**config.mk**
```make
export PLATFORM = sky130hd
export DESIGN_NAME = collide_sweep_ctrl
export DESIGN_NICKNAME = d
export VERILOG_FILES = /design/src/rtl/collide_sweep_ctrl.sv
export SDC_FILE = /design/constraint.sdc
export NUM_CORES = 1
export LEC_CHECK = 0
export ABC_AREA = 1
export CORE_AREA = 2 2 256 258
export DETAILED_ROUTE_END_ITERATION = 12
export DIE_AREA = 0 0 258 260
export PLACE_DENSITY = 0.44
export SLEW_MARGIN = 20
export SYNTH_ARGS = -nofsm -noshare
export SYNTH_HDL_FRONTEND = slang
export SYNTH_SLANG_ARGS = --single-unit
```
**constraint.sdc**
```tcl
create_clock -name clk -period 18.64 [get_ports clk]
set_input_delay 3.728 -clock clk [delete_from_list [all_inputs] [get_ports clk]]
set_output_delay 3.728 -clock clk [all_outputs]
set_load 0.02 [all_outputs]
```
**src/rtl/collide_sweep_ctrl.sv**
```systemverilog
// collide_sweep_ctrl: walks every lattice node through read, collide and in-place write-back, one node at a time.
module collide_sweep_ctrl #(
   parameter int NX         = 4,
   parameter int NY         = 4,
   parameter int ADDR_W     = 12,
   parameter int RD_LATENCY = 2
) (
   input  logic              clk,
   input  logic              rst,
   input  logic              start,
   input  logic              abort,
   input  logic [15:0]       omega_in,
   output logic              busy,
   output logic              done,
   output logic [ADDR_W-1:0] node_idx,
   output logic              rd_en,
   output logic [ADDR_W-1:0] rd_addr,
   input  logic [143:0]      rd_data,
   output logic              wr_en,
   output logic [ADDR_W-1:0] wr_addr,
   output logic [143:0]      wr_data,
   input  logic              wr_ready,
   output logic [15:0]       col_omega,
   output logic [143:0]      col_f,
   input  logic [143:0]      col_f_new,
   input  logic              col_busy
);
   localparam int CW = $clog2(RD_LATENCY + 1);
   localparam logic [ADDR_W-1:0] LAST = ADDR_W'(NX * NY - 1);

   typedef enum logic [2:0] {IDLE, READ, WAIT, COLLIDE, WRITE, DONE} state_t;
   state_t state, state_nx;
   logic [CW-1:0] cnt;
   logic abort_q;

   assign busy    = state != IDLE;
   assign done    = state == DONE;
   assign rd_en   = state == READ;
   assign wr_en   = state == WRITE;
   assign rd_addr = node_idx;
   assign wr_addr = node_idx;

   always_ff @(posedge clk or posedge rst)
      if (rst) state <= IDLE;
      else     state <= state_nx;

   // an abort seen during WRITE only takes effect once the pending write is accepted
   always_comb begin
      state_nx = state;
      case (state)
         IDLE:    state_nx = (start && !abort) ? READ : IDLE;
         READ:    state_nx = abort ? IDLE : WAIT;
         WAIT:    state_nx = abort ? IDLE : (cnt == CW'(1) ? COLLIDE : WAIT);
         COLLIDE: state_nx = abort ? IDLE : (col_busy ? COLLIDE : WRITE);
         WRITE:   state_nx = !wr_ready ? WRITE : (abort || abort_q) ? IDLE : (node_idx == LAST ? DONE : READ);
         DONE:    state_nx = IDLE;
         default: state_nx = IDLE;
      endcase
   end

   always_ff @(posedge clk or posedge rst)
      if (rst) begin
         node_idx  <= '0;
         cnt       <= '0;
         abort_q   <= 1'b0;
         col_omega <= '0;
         col_f     <= '0;
         wr_data   <= '0;
      end else begin
         if (state == IDLE) abort_q <= 1'b0;
         else if (state == WRITE && abort) abort_q <= 1'b1;
         if (state == IDLE && start && !abort) begin
            col_omega <= omega_in;
            node_idx  <= '0;
         end
         if (state == READ) cnt <= CW'(RD_LATENCY);
         if (state == WAIT) cnt <= cnt - 1'b1;
         if (state == WAIT && cnt == CW'(1)) col_f <= rd_data;
         if (state == COLLIDE && !col_busy) wr_data <= col_f_new;
         if (state == WRITE && wr_ready && node_idx != LAST) node_idx <= node_idx + 1'b1;
      end
endmodule

```
==> metrics.txt, run 1 <==
# TYPE chip_impl_metric gauge
chip_impl_metric{name="first_global_vias",unit=""} 12005
chip_impl_metric{name="synth_fp_nets",unit=""} 1776
chip_impl_info{name="crit_path_slowest_cell",value="buf_4"} 1
chip_impl_metric{name="detailedRoute.firstPassIterationCount",unit=""} 4
chip_impl_metric{name="skew",unit="ns"} 0.0137
chip_impl_metric{name="p_comb_frac",unit=""} 0.418
chip_impl_metric{name="design.final.nets",unit=""} 2390
chip_impl_info{name="end_kind",value="register"} 1
chip_impl_metric{name="switching_component_of_the_power",unit="uW"} 1230
chip_impl_info{name="worstPathCellList",value="clkdlybuf4s50_1, nor2_4, buf_4, inv_4, buf_4, nand2_1, nand2_1"} 1
chip_impl_metric{name="worst_setup_hold_path_clk_slew",unit="ns"} 0.06
chip_impl_metric{name="critical_path_peak_fanout",unit=""} 86
chip_impl_info{name="cp-start-kind",value="primary input"} 1
chip_impl_metric{name="drt-vias-per-instance",unit=""} 3.88
chip_impl_metric{name="placeableCoreArea",unit="um2"} 64100
chip_impl_metric{name="critical_path_arrival",unit="ns"} 6.39
chip_impl_metric{name="timing.max_slew.rel_slack",unit=""} 0.275
chip_impl_metric{name="worstPathBufferInverterCount",unit=""} 4
chip_impl_metric{name="timing.critical_path.slowest_cell_delay",unit="ns"} 0.76
chip_impl_metric{name="vdd_drop_max",unit="mV"} 0.0731
chip_impl_metric{name="syn2layout_area_growth",unit="%"} 67.4
chip_impl_metric{name="grt_first_pass_wirelength",unit="um"} 74000
chip_impl_metric{name="cts_buffer_depth",unit=""} 3
chip_impl_info{name="grt_setup_unrepaired",value="false"} 1
chip_impl_info{name="timing.critical_path.max_delay_family",value="buffers and inverters"} 1
chip_impl_metric{name="synthesis.instances",unit=""} 1464
chip_impl_metric{name="power.density_cell_area",unit="nW/um2"} 160
chip_impl_info{name="timing.setup.critical_path_class",value="in -> reg"} 1
chip_impl_metric{name="finalInstanceArea",unit="um2"} 21200
chip_impl_metric{name="report.final.setup_viol",unit=""} 0
chip_impl_metric{name="die_height",unit="um"} 260
chip_impl_metric{name="antenna_violations_before_repair",unit=""} 4
chip_impl_metric{name="fmax",unit="MHz"} 169
chip_impl_metric{name="boundaryPins",unit=""} 654
chip_impl_metric{name="finalCritPeriodShare",unit=""} 0.317
chip_impl_metric{name="ys_ff_latch",unit=""} 322
chip_impl_metric{name="timing.final.max_slew_violations",unit=""} 0
chip_impl_metric{name="worstPathRequired",unit="ns"} 19.12
chip_impl_metric{name="fin_setup_tns",unit="ns"} 0
chip_impl_metric{name="cts_sinks",unit=""} 322
chip_impl_metric{name="synth_sequential_area_ratio",unit=""} 0.636
chip_impl_metric{name="final_critical_period",unit="ns"} 5.91
chip_impl_metric{name="post-cts-setup-buffers",unit=""} 0
chip_impl_metric{name="hpwl",unit="um"} 34900
chip_impl_metric{name="route.vias.total",unit=""} 11490
chip_impl_info{name="clk_root_buffer_cell",value="clkbuf_16"} 1
chip_impl_metric{name="clock_latency_late_sink",unit="ns"} 0.55
chip_impl_metric{name="detailed_route_wire_length_per_cell",unit="um"} 16.6
chip_impl_metric{name="ys_warn_count",unit=""} 0
chip_impl_metric{name="globalRouteTotalUtil",unit=""} 0.142
chip_impl_metric{name="grt_max_degree",unit=""} 112
chip_impl_metric{name="count_of_hold_fix_buffers_inserted_at_cts",unit=""} 0
chip_impl_metric{name="post_cts_resize_count",unit=""} 0
chip_impl_metric{name="power_switching_share",unit=""} 0.362
chip_impl_metric{name="avgSynthCellArea",unit="um2"} 8.66
chip_impl_metric{name="static-leakage-power",unit="uW"} 0.00995
chip_impl_metric{name="initialDrtViolationCount",unit=""} 565
chip_impl_metric{name="gr-total-overflow",unit=""} 0
chip_impl_metric{name="intPower",unit="uW"} 2170
chip_impl_metric{name="routabilityCongestion",unit=""} 0.775
chip_impl_metric{name="cts_inserted_buffers",unit=""} 41
chip_impl_info{name="cts_tree",value="done"} 1
chip_impl_info{name="holdCritPathClass",value="reg -> reg"} 1
chip_impl_info{name="run_status",value="completed"} 1
chip_impl_metric{name="die_area",unit="um2"} 67100
chip_impl_metric{name="rows",unit=""} 93
chip_impl_metric{name="postRouteAntennaNets",unit=""} 0
chip_impl_metric{name="pwr-share-seq",unit=""} 0.343
chip_impl_metric{name="placement.cell_area",unit="um2"} 19800
chip_impl_metric{name="clockPowerShare",unit=""} 0.239
chip_impl_metric{name="synth.distinct_cells",unit=""} 27
chip_impl_metric{name="htree_num_levels",unit=""} 2
chip_impl_metric{name="maxCapViolations",unit=""} 0
chip_impl_metric{name="place.port_buffers",unit=""} 653
chip_impl_metric{name="drt-total-wl",unit="um"} 49200
chip_impl_metric{name="max_slew.worst_pin.slew",unit="ns"} 1.09
chip_impl_metric{name="die_width",unit="um"} 258
chip_impl_metric{name="drc_errors",unit=""} 0
chip_impl_metric{name="timing_hold_violations_final",unit=""} 0
chip_impl_metric{name="starting_density_of_the_core",unit=""} 0.198
chip_impl_metric{name="post_route_cells_drive_above_1_share",unit=""} 0.0408
chip_impl_metric{name="synth_area",unit="um2"} 12700
## area by class of cell
class                      count  area, um2
fill                        6690      42900
sequential                   322       8060
timing repair buffer         661       6600
multi-input combinational   1028       4000
clock buffer                  67       1330
tap                          855       1070
inverter                      24        103
clock inverter                 5       56.3
antenna                        2       5.00
## logic make-up (layout without fill, tap and decap cells)
kind of cell,count (synthesis),in the layout,synth area share
AND/OR/NAND/NOR,1014,1014,0.306
buffers and inverters,114,757,0.0501
flip-flops,322,322,0.636
adder cells (fa/ha/maj),2,2,0.00197
XOR/XNOR,3,3,0.00207
other,0,2,0
AO/OA/AOI/OAI,9,9,0.00415
## placed cells by master, fill, tap and decap left out, types with 2 or more instances in the layout
cell type,instances
a21oi_1,4
buf_4,6
buf_6,2
clkbuf_1,8
clkbuf_16,43
clkbuf_8,16
clkdlybuf4s50_1,653
clkinv_2,2
dfrtp_1,322
diode_2,2
ha_1,2
inv_1,18
inv_2,3
inv_4,2
nand2_1,961
nand3_1,25
nand4_1,4
nor2_1,15
nor2_2,2
nor2_4,2
xnor2_1,2
## synthesized netlist by cell type (all sizes together)
library cell / number / area share
a21o: 1 / 0.00059
a21oi: 5 / 0.0023
a31oi: 1 / 0.00049
buf: 74 / 0.038
clkbuf: 16 / 0.0047
dfrtp: 322 / 0.64
ha: 2 / 0.0020
inv: 24 / 0.0073
nand2: 961 / 0.28
nand3: 27 / 0.011
nand3b: 1 / 0.00059
nand4: 4 / 0.0020
nor2: 19 / 0.0068
nor3: 1 / 0.00039
o21ai: 2 / 0.00079
or2: 1 / 0.00049
xnor2: 2 / 0.0014
xor2: 1 / 0.00069
## per-layer routing
layer  global-route usage  share of wire  vias to the layer above  wire length (um)
met3               0.0462          0.078                       80              3830
met4               0.0519          0.028                        4              1390
met2                0.246           0.50                      386             24500
li1                     -              -                     5623                 -
met1                0.163           0.40                     5397             19500
met5                    0        0.00055                        -                27
## power by group through the flow
stage,Combinational (uW),Sequential (uW),Clock [uW]
floorplan,255,1530,0
global placement,1440,1170,0
detailed placement,1440,1170,0
CTS,1450,1170,845
global route,1520,1210,875
finish,1420,1170,811
## tightest hold or removal path, stage by stage, from the launching register on
cell and delay, ns:
dfrtp_1 0.34, nand2_1 0.05, nand2_1 0.05
## sequential cells by signal, summed over array words and instances, names as in the netlist
register and flops:
abort_q 1, cnt 2, col_f 144, col_omega 16
node_idx 12, state 3, wr_data 144
## path summary, 6_finish.rpt
check,start,to,slack (ns),depth (start not counted)
setup / recovery,col_busy,wr_data[129]$_DFFE_PP0P_,12.74,7
hold / removal,wr_data[133]$_DFFE_PP0P_,wr_data[133]$_DFFE_PP0P_,0.47,2
setup reg to reg,cnt[1]$_DFFE_PP0P_,col_f[23]$_DFFE_PP0P_,15.31,7
hold reg to reg,wr_data[133]$_DFFE_PP0P_,wr_data[133]$_DFFE_PP0P_,0.47,2
max in group asynchronous,rst,wr_data[141]$_DFFE_PP0P_,12.88,4
min in group asynchronous,rst,col_f[47]$_DFFE_PP0P_,3.72,2
## per-stage QoR
stage                     utilization  cells  power (uW)  worst slack, ns  hold WS [ns]
after detailed placement        0.309   2890        2610            11.73         0.457
after CTS                       0.331   2962        3460            12.36         0.472
after floorplan                     -   1464        1790             6.00         0.465
after global placement          0.309   2890        2610            11.78         0.452
final                           0.331   2964        3400            12.74         0.468
after global routing            0.331   2964        3600            12.44         0.484
Power figures use the tool's default switching activity.
==> inputs of run 2 (changes only) <==
--- a/config.mk
+++ b/config.mk
@@ -6,10 +6,10 @@
 export NUM_CORES = 1
 export LEC_CHECK = 0
 export ABC_AREA = 1
-export CORE_AREA = 2 2 256 258
+export CORE_AREA = 2 2 257 259
 export DETAILED_ROUTE_END_ITERATION = 12
-export DIE_AREA = 0 0 258 260
-export PLACE_DENSITY = 0.44
+export DIE_AREA = 0 0 259 261
+export PLACE_DENSITY = 0.43
 export SLEW_MARGIN = 20
 export SYNTH_ARGS = -nofsm -noshare
 export SYNTH_HDL_FRONTEND = slang
==> constraint.sdc (replaced) <==
create_clock -name clk -period 5.9 [get_ports clk]
set_input_delay 1.18 -clock clk [delete_from_list [all_inputs] [get_ports clk]]
set_output_delay 1.18 -clock clk [all_outputs]
set_load 0.02 [all_outputs]
==> run 2 against run 1 <==
Wire length shrank 0.43%. Register-to-register slack lost 13 ns. Die area grew 0.77%.
==> metrics.txt, run 2 (synthesis results as in run 1) <==
# TYPE chip_impl_metric gauge
chip_impl_metric{name="design.final.nets",unit=""} 2391
chip_impl_info{name="cts_tree",value="done"} 1
chip_impl_metric{name="first_global_vias",unit=""} 11691
chip_impl_info{name="biggest_registers_after_layout",value="col_f: 144 flops, wr_data: 144 flops, col_omega: 16 flops"} 1
chip_impl_metric{name="timing.reg2reg.setup_slack",unit="ns"} 2.67
chip_impl_metric{name="holdWs",unit="ns"} 0.466
chip_impl_metric{name="vdd_drop_max",unit="mV"} 0.248
chip_impl_info{name="holdCritPathClass",value="reg -> reg"} 1
chip_impl_metric{name="boundaryPins",unit=""} 654
chip_impl_metric{name="detailed_route_wire_length_per_cell",unit="um"} 16.5
chip_impl_info{name="clk_root_buffer_cell",value="clkbuf_16"} 1
chip_impl_metric{name="post_cts_resize_count",unit=""} 0
chip_impl_info{name="end_kind",value="register"} 1
chip_impl_metric{name="worstPathBufferInverterCount",unit=""} 3
chip_impl_metric{name="final_critical_period",unit="ns"} 3.23
chip_impl_metric{name="placement.cell_area",unit="um2"} 19900
chip_impl_metric{name="finalInstanceArea",unit="um2"} 21300
chip_impl_metric{name="cts_buffer_depth",unit=""} 3
chip_impl_metric{name="hpwl",unit="um"} 34800
chip_impl_metric{name="fin_setup_tns",unit="ns"} 0
chip_impl_metric{name="grt_max_degree",unit=""} 141
chip_impl_metric{name="worst_setup_hold_path_clk_slew",unit="ns"} 0.05
chip_impl_metric{name="antenna_cells_inserted",unit=""} 0
chip_impl_metric{name="antenna_violations_before_repair",unit=""} 3
chip_impl_metric{name="cts_sinks",unit=""} 322
chip_impl_metric{name="post-cts-setup-buffers",unit=""} 0
chip_impl_metric{name="clock_latency_late_sink",unit="ns"} 0.55
chip_impl_metric{name="power.total",unit="uW"} 10700
chip_impl_metric{name="syn2layout_area_growth",unit="%"} 67.8
chip_impl_metric{name="starting_density_of_the_core",unit=""} 0.195
chip_impl_metric{name="routabilityCongestion",unit=""} 0.813
chip_impl_info{name="cp-start-kind",value="register"} 1
chip_impl_metric{name="critical_path_peak_fanout",unit=""} 79
chip_impl_info{name="grt_setup_unrepaired",value="false"} 1
chip_impl_metric{name="die_width",unit="um"} 259
chip_impl_metric{name="detailedRoute.firstPassIterationCount",unit=""} 5
chip_impl_metric{name="timing.critical_path.slowest_cell_delay",unit="ns"} 0.90
chip_impl_metric{name="report.final.setup_viol",unit=""} 0
chip_impl_info{name="critical_path.most_common_cell",value="nand2_1"} 1
chip_impl_metric{name="htree_num_levels",unit=""} 2
chip_impl_metric{name="drt-vias-per-instance",unit=""} 3.87
chip_impl_metric{name="route.vias.total",unit=""} 11494
chip_impl_info{name="run_status",value="completed"} 1
chip_impl_metric{name="finalCritPeriodShare",unit=""} 0.548
chip_impl_metric{name="timing_hold_violations_final",unit=""} 0
chip_impl_metric{name="worstPathRequired",unit="ns"} 6.39
chip_impl_metric{name="maxCapViolations",unit=""} 0
chip_impl_metric{name="place.port_buffers",unit=""} 653
chip_impl_info{name="layout_commonest_cell",value="nand2_1"} 1
chip_impl_metric{name="static-leakage-power",unit="uW"} 0.00997
chip_impl_metric{name="initialDrtViolationCount",unit=""} 639
chip_impl_metric{name="rows",unit=""} 94
chip_impl_info{name="timing.setup.critical_path_class",value="reg -> reg"} 1
chip_impl_info{name="timing.critical_path.max_delay_family",value="buffers and inverters"} 1
chip_impl_metric{name="max_slew.worst_pin.slew",unit="ns"} 0.983
chip_impl_metric{name="count_of_hold_fix_buffers_inserted_at_cts",unit=""} 0
chip_impl_metric{name="drc_errors",unit=""} 0
chip_impl_metric{name="post_route_cells_drive_above_1_share",unit=""} 0.0417
chip_impl_metric{name="timing.final.max_slew_violations",unit=""} 0
chip_impl_metric{name="fmax",unit="MHz"} 309
chip_impl_metric{name="critical_path_arrival",unit="ns"} 3.72
chip_impl_metric{name="drt-total-wl",unit="um"} 49000
chip_impl_metric{name="power.density_cell_area",unit="nW/um2"} 505
chip_impl_metric{name="placeableCoreArea",unit="um2"} 65000
chip_impl_metric{name="die_height",unit="um"} 261
chip_impl_metric{name="grt_first_pass_wirelength",unit="um"} 72900
chip_impl_metric{name="die_area",unit="um2"} 67600
chip_impl_info{name="worstPathCellList",value="inv_1, ha_1, nand3_4, inv_4, buf_4, nand2_1, nand2_1"} 1
chip_impl_metric{name="gr-total-overflow",unit=""} 0
chip_impl_metric{name="skew",unit="ns"} 0.0115
chip_impl_metric{name="globalRouteTotalUtil",unit=""} 0.140
chip_impl_metric{name="cts_inserted_buffers",unit=""} 42
chip_impl_metric{name="timing.max_slew.rel_slack",unit=""} 0.344
chip_impl_metric{name="postRouteAntennaNets",unit=""} 0
chip_impl_info{name="crit_path_slowest_cell",value="inv_4"} 1
chip_impl_info{name="most-common-layout-cells",value="nand2_1, clkdlybuf4s50_1, dfrtp_1"} 1
==> run 2: cell types whose count changed in the layout (fill, tap and decap cells not counted), sizes merged <==
| cell | delta |
|---|---|
| clkbuf | -3 |
| inv | -1 |
| clkinv | +5 |
| bufinv | +1 |
| diode | -2 |
==> run 2: cell type report <==
class	instances	area, um2
well taps	864	1080
flip-flops and latches	322	8060
fillers	6742	43800
multi-input cells	1028	4000
inverters	24	98.8
clock inverters	10	108
clock buffers	64	1280
repair buffers	661	6630
==> run 2: layer usage <==
| metal | vias to the layer above | part of all wire | track usage |
|---|---|---|---|
| li1 | 5622 | - | - |
| met3 | 72 | 0.085 | 0.0488 |
| met4 | 4 | 0.028 | 0.0434 |
| met5 | - | 0.00055 | 0 |
| met1 | 5387 | 0.38 | 0.162 |
| met2 | 409 | 0.50 | 0.242 |
==> run 2: path summary, 6_finish.rpt <==
| check | to | depth (start not counted) | start |
|---|---|---|---|
| min | wr_data[9]$_DFFE_PP0P_ | 2 | wr_data[9]$_DFFE_PP0P_ |
| min reg2reg | wr_data[9]$_DFFE_PP0P_ | 2 | wr_data[9]$_DFFE_PP0P_ |
| max in group asynchronous | wr_data[131]$_DFFE_PP0P_ | 3 | rst |
| max | col_f[15]$_DFFE_PP0P_ | 7 | cnt[1]$_DFFE_PP0P_ |
| min in group asynchronous | col_f[17]$_DFFE_PP0P_ | 2 | rst |
| max reg2reg | col_f[15]$_DFFE_PP0P_ | 7 | cnt[1]$_DFFE_PP0P_ |
==> run 2: worst reg2reg max path, stage by stage, from the launching register on <==
cell	delay (ns)
dfrtp_1	0.35
inv_1	0.06
ha_1	0.18
nand3_4	0.58
inv_4	0.93
buf_4	0.81
nand2_1	0.17
nand2_1	0.09
==> run 2: power by group <==
group / switching, uW / internal, uW / leakage, uW
registers: 520 / 3150 / 0.00375
logic: 2360 / 2120 / 0.00552
clock network: 1010 / 1580 / 0.000693
total: 3880 / 6860 / 0.00997
==> run 2: per-stage QoR <==
step	util	instances	worst slack [ns]
final	0.327	2973	2.67
after global routing	0.327	2973	2.26
after CTS	0.327	2973	2.55
after detailed placement	0.306	2899	2.58
after global placement	0.306	2899	2.56
after floorplan	-	1464	0.425
==> inputs of run 3 (changes only) <==
--- a/config.mk
+++ b/config.mk
@@ -6,10 +6,10 @@
 export NUM_CORES = 1
 export LEC_CHECK = 0
 export ABC_AREA = 1
-export CORE_AREA = 2 2 257 259
+export CORE_AREA = 2 2 256 258
 export DETAILED_ROUTE_END_ITERATION = 12
-export DIE_AREA = 0 0 259 261
-export PLACE_DENSITY = 0.43
+export DIE_AREA = 0 0 258 260
+export PLACE_DENSITY = 0.45
 export SLEW_MARGIN = 20
 export SYNTH_ARGS = -nofsm -noshare
 export SYNTH_HDL_FRONTEND = slang
==> constraint.sdc (replaced) <==
create_clock -name clk -period 2.9 [get_ports clk]
set_input_delay 0.58 -clock clk [delete_from_list [all_inputs] [get_ports clk]]
set_output_delay 0.58 -clock clk [all_outputs]
set_load 0.02 [all_outputs]
==> run 3 against run 2 <==
Setup slack got worse by 2.3 ns. Non-clock buffer count grew 17. Largest power group unchanged. Global-route usage up 0.22 points. Sequential share of layout area is 0.33 points lower. Clock skew rose by 0.0094 ns. Wire length grew 0.89%. Final cell count up 0.37%. Via count down 0.13%. First-iteration DRC count increased by 3.0%. Design area grew 0.88%. Worst hold slack lost 0.038 ns. Register-to-register slack worse by 1.6 ns.
==> metrics.txt, run 3 (synthesis results as in run 1) <==
# TYPE chip_impl_metric gauge
chip_impl_metric{name="vdd_drop_max",unit="mV"} 0.446
chip_impl_info{name="holdCritPathClass",value="in -> async"} 1
chip_impl_metric{name="intPower",unit="uW"} 13900
chip_impl_metric{name="place.port_buffers",unit=""} 653
chip_impl_metric{name="postRouteAntennaNets",unit=""} 0
chip_impl_metric{name="initialDrtViolationCount",unit=""} 658
chip_impl_info{name="most-common-layout-cells",value="nand2_1, clkdlybuf4s50_1, dfrtp_1"} 1
chip_impl_metric{name="htree_num_levels",unit=""} 2
chip_impl_metric{name="detailedRoute.firstPassIterationCount",unit=""} 4
chip_impl_metric{name="power.total",unit="uW"} 21800
chip_impl_metric{name="final_critical_period",unit="ns"} 2.57
chip_impl_metric{name="first_global_vias",unit=""} 11907
chip_impl_info{name="run_status",value="completed"} 1
chip_impl_metric{name="p_comb_frac",unit=""} 0.419
chip_impl_metric{name="post_cts_resize_count",unit=""} 0
chip_impl_metric{name="grt_max_degree",unit=""} 146
chip_impl_metric{name="fin_setup_tns",unit="ns"} 0
chip_impl_metric{name="globalRouteTotalUtil",unit=""} 0.142
chip_impl_metric{name="gr-total-overflow",unit=""} 0
chip_impl_metric{name="die_area",unit="um2"} 67100
chip_impl_metric{name="pwr-share-seq",unit=""} 0.344
chip_impl_metric{name="boundaryPins",unit=""} 654
chip_impl_metric{name="timing_hold_violations_final",unit=""} 0
chip_impl_metric{name="drt-vias-per-instance",unit=""} 3.85
chip_impl_metric{name="routabilityCongestion",unit=""} 0.806
chip_impl_info{name="crit_start",value="state[0]$_DFF_PP0_"} 1
chip_impl_metric{name="cts_buffer_depth",unit=""} 3
chip_impl_info{name="layout_commonest_cell",value="nand2_1"} 1
chip_impl_metric{name="worst_setup_hold_path_clk_slew",unit="ns"} 0.06
chip_impl_info{name="critPathCapture",value="wr_en"} 1
chip_impl_info{name="cts_tree",value="done"} 1
chip_impl_info{name="grt_setup_unrepaired",value="false"} 1
chip_impl_metric{name="die_width",unit="um"} 258
chip_impl_info{name="end_kind",value="output port"} 1
chip_impl_metric{name="post_route_utilization",unit=""} 0.335
chip_impl_metric{name="timing.final.max_slew_violations",unit=""} 0
chip_impl_metric{name="static-leakage-power",unit="uW"} 0.0101
chip_impl_metric{name="stdcell_count",unit=""} 2984
chip_impl_metric{name="worstPathRequired",unit="ns"} 2.32
chip_impl_metric{name="max_slew.worst_pin.slew",unit="ns"} 0.899
chip_impl_metric{name="drc_errors",unit=""} 0
chip_impl_metric{name="placeableCoreArea",unit="um2"} 64100
chip_impl_metric{name="critical_path_peak_fanout",unit=""} 5
chip_impl_metric{name="cts_inserted_buffers",unit=""} 41
chip_impl_metric{name="post_route_cells_drive_above_1_share",unit=""} 0.0475
chip_impl_metric{name="cts_sinks",unit=""} 322
chip_impl_metric{name="maxCapViolations",unit=""} 0
chip_impl_metric{name="detailed_route_wire_length_per_cell",unit="um"} 16.6
chip_impl_metric{name="power_switching_share",unit=""} 0.363
chip_impl_metric{name="die_height",unit="um"} 260
chip_impl_metric{name="worst-r2r-cell-count",unit=""} 7
chip_impl_metric{name="post-cts-setup-buffers",unit=""} 0
chip_impl_metric{name="hpwl",unit="um"} 35600
chip_impl_metric{name="timing.reg2reg.setup_slack",unit="ns"} 1.02
chip_impl_metric{name="syn2layout_area_growth",unit="%"} 69.2
chip_impl_metric{name="skew",unit="ns"} 0.0209
chip_impl_metric{name="clock_latency_late_sink",unit="ns"} 0.56
chip_impl_info{name="timing.setup.critical_path_class",value="reg -> out"} 1
chip_impl_metric{name="starting_density_of_the_core",unit=""} 0.198
chip_impl_metric{name="antenna_violations_before_repair",unit=""} 3
chip_impl_metric{name="power.density_cell_area",unit="nW/um2"} 1020
chip_impl_metric{name="count_of_hold_fix_buffers_inserted_at_cts",unit=""} 0
chip_impl_info{name="worst_r2r_endpoint",value="node_idx[0]$_DFFE_PP0P_"} 1
chip_impl_metric{name="clockPowerShare",unit=""} 0.237
chip_impl_metric{name="grt_first_pass_wirelength",unit="um"} 73700
chip_impl_metric{name="drt-total-wl",unit="um"} 49500
chip_impl_info{name="cp-start-kind",value="register"} 1
chip_impl_metric{name="design.final.nets",unit=""} 2407
chip_impl_info{name="clk_root_buffer_cell",value="clkbuf_16"} 1
chip_impl_metric{name="report.final.setup_viol",unit=""} 0
chip_impl_metric{name="switching_component_of_the_power",unit="uW"} 7920
chip_impl_metric{name="timing.max_slew.rel_slack",unit=""} 0.401
chip_impl_metric{name="multiInputGateArea",unit="um2"} 4000
chip_impl_metric{name="rows",unit=""} 93
chip_impl_metric{name="critical_path_arrival",unit="ns"} 1.99
chip_impl_metric{name="seqCellArea",unit="um2"} 8060
chip_impl_metric{name="finalCritPeriodShare",unit=""} 0.887
chip_impl_metric{name="route.vias.total",unit=""} 11479
chip_impl_metric{name="placedCellCount",unit=""} 2907
chip_impl_metric{name="fmax",unit="MHz"} 389
chip_impl_info{name="r2r-start",value="node_idx[0]$_DFFE_PP0P_"} 1
chip_impl_metric{name="fillerInstances",unit=""} 6622
chip_impl_info{name="biggest_registers_after_layout",value="col_f: 144 flops, wr_data: 144 flops, col_omega: 16 flops"} 1
[run 3: worst max-delay path: stages, from the launching register on]
cell and delay (ns):
dfrtp_1 0.40, inv_2 0.12, nand3_1 0.15, inv_1 0.13, clkdlybuf4s50_1 0.65
[run 3: per-stage QoR]
stage	worst slack (ns)	area, um2	hold slack [ns]
finish	0.328	21500	0.428
global route	0.180	21500	0.435
CTS	0.246	21400	0.420
detailed placement	0.623	20100	0.457
global placement	0.624	20100	0.455
floorplan	-1.97	12700	0.465
[run 3: how the worst min path moves through the flow]
stage	from	endpoint	slack [ns]	depth (start not counted)
6_report	rst	col_f[101]$_DFFE_PP0P_	0.43	2
4_1_cts	rst	col_f[46]$_DFFE_PP0P_	0.42	2
3_5_place_dp	wr_data[101]$_DFFE_PP0P_	wr_data[101]$_DFFE_PP0P_	0.46	2
5_1_grt	rst	col_f[46]$_DFFE_PP0P_	0.44	2
3_3_place_gp	wr_data[35]$_DFFE_PP0P_	wr_data[35]$_DFFE_PP0P_	0.45	2
2_1_floorplan	cnt[0]$_DFFE_PP0P_	cnt[0]$_DFFE_PP0P_	0.47	1
[run 3: per-layer routing]
layer | vias up | share of wire | track usage | wire [um]
met5 | - | 0.00026 | 0 | 13
met2 | 389 | 0.51 | 0.251 | 25200
li1 | 5664 | - | - | -
met1 | 5358 | 0.39 | 0.163 | 19400
met3 | 66 | 0.074 | 0.0442 | 3650
met4 | 2 | 0.023 | 0.0453 | 1160
[run 3: power groups by stage]
stage | logic [uW] | registers (uW) | clock network [uW]
2_1_floorplan | 1640 | 9840 | 0
3_3_place_gp | 9240 | 7520 | 0
3_5_place_dp | 9280 | 7540 | 0
4_1_cts | 9310 | 7520 | 5390
5_1_grt | 9760 | 7750 | 5580
6_report | 9140 | 7490 | 5170
[run 3: cell type report]
type                            count  area share
Sequential cell                   322       0.376
Timing Repair Buffer              678       0.320
Multi-Input combinational cell   1028       0.186
Clock buffer                       65      0.0582
Tap cell                          855      0.0499
Clock inverter                     10     0.00513
Inverter                           24     0.00461
Antenna cell                        2    0.000233
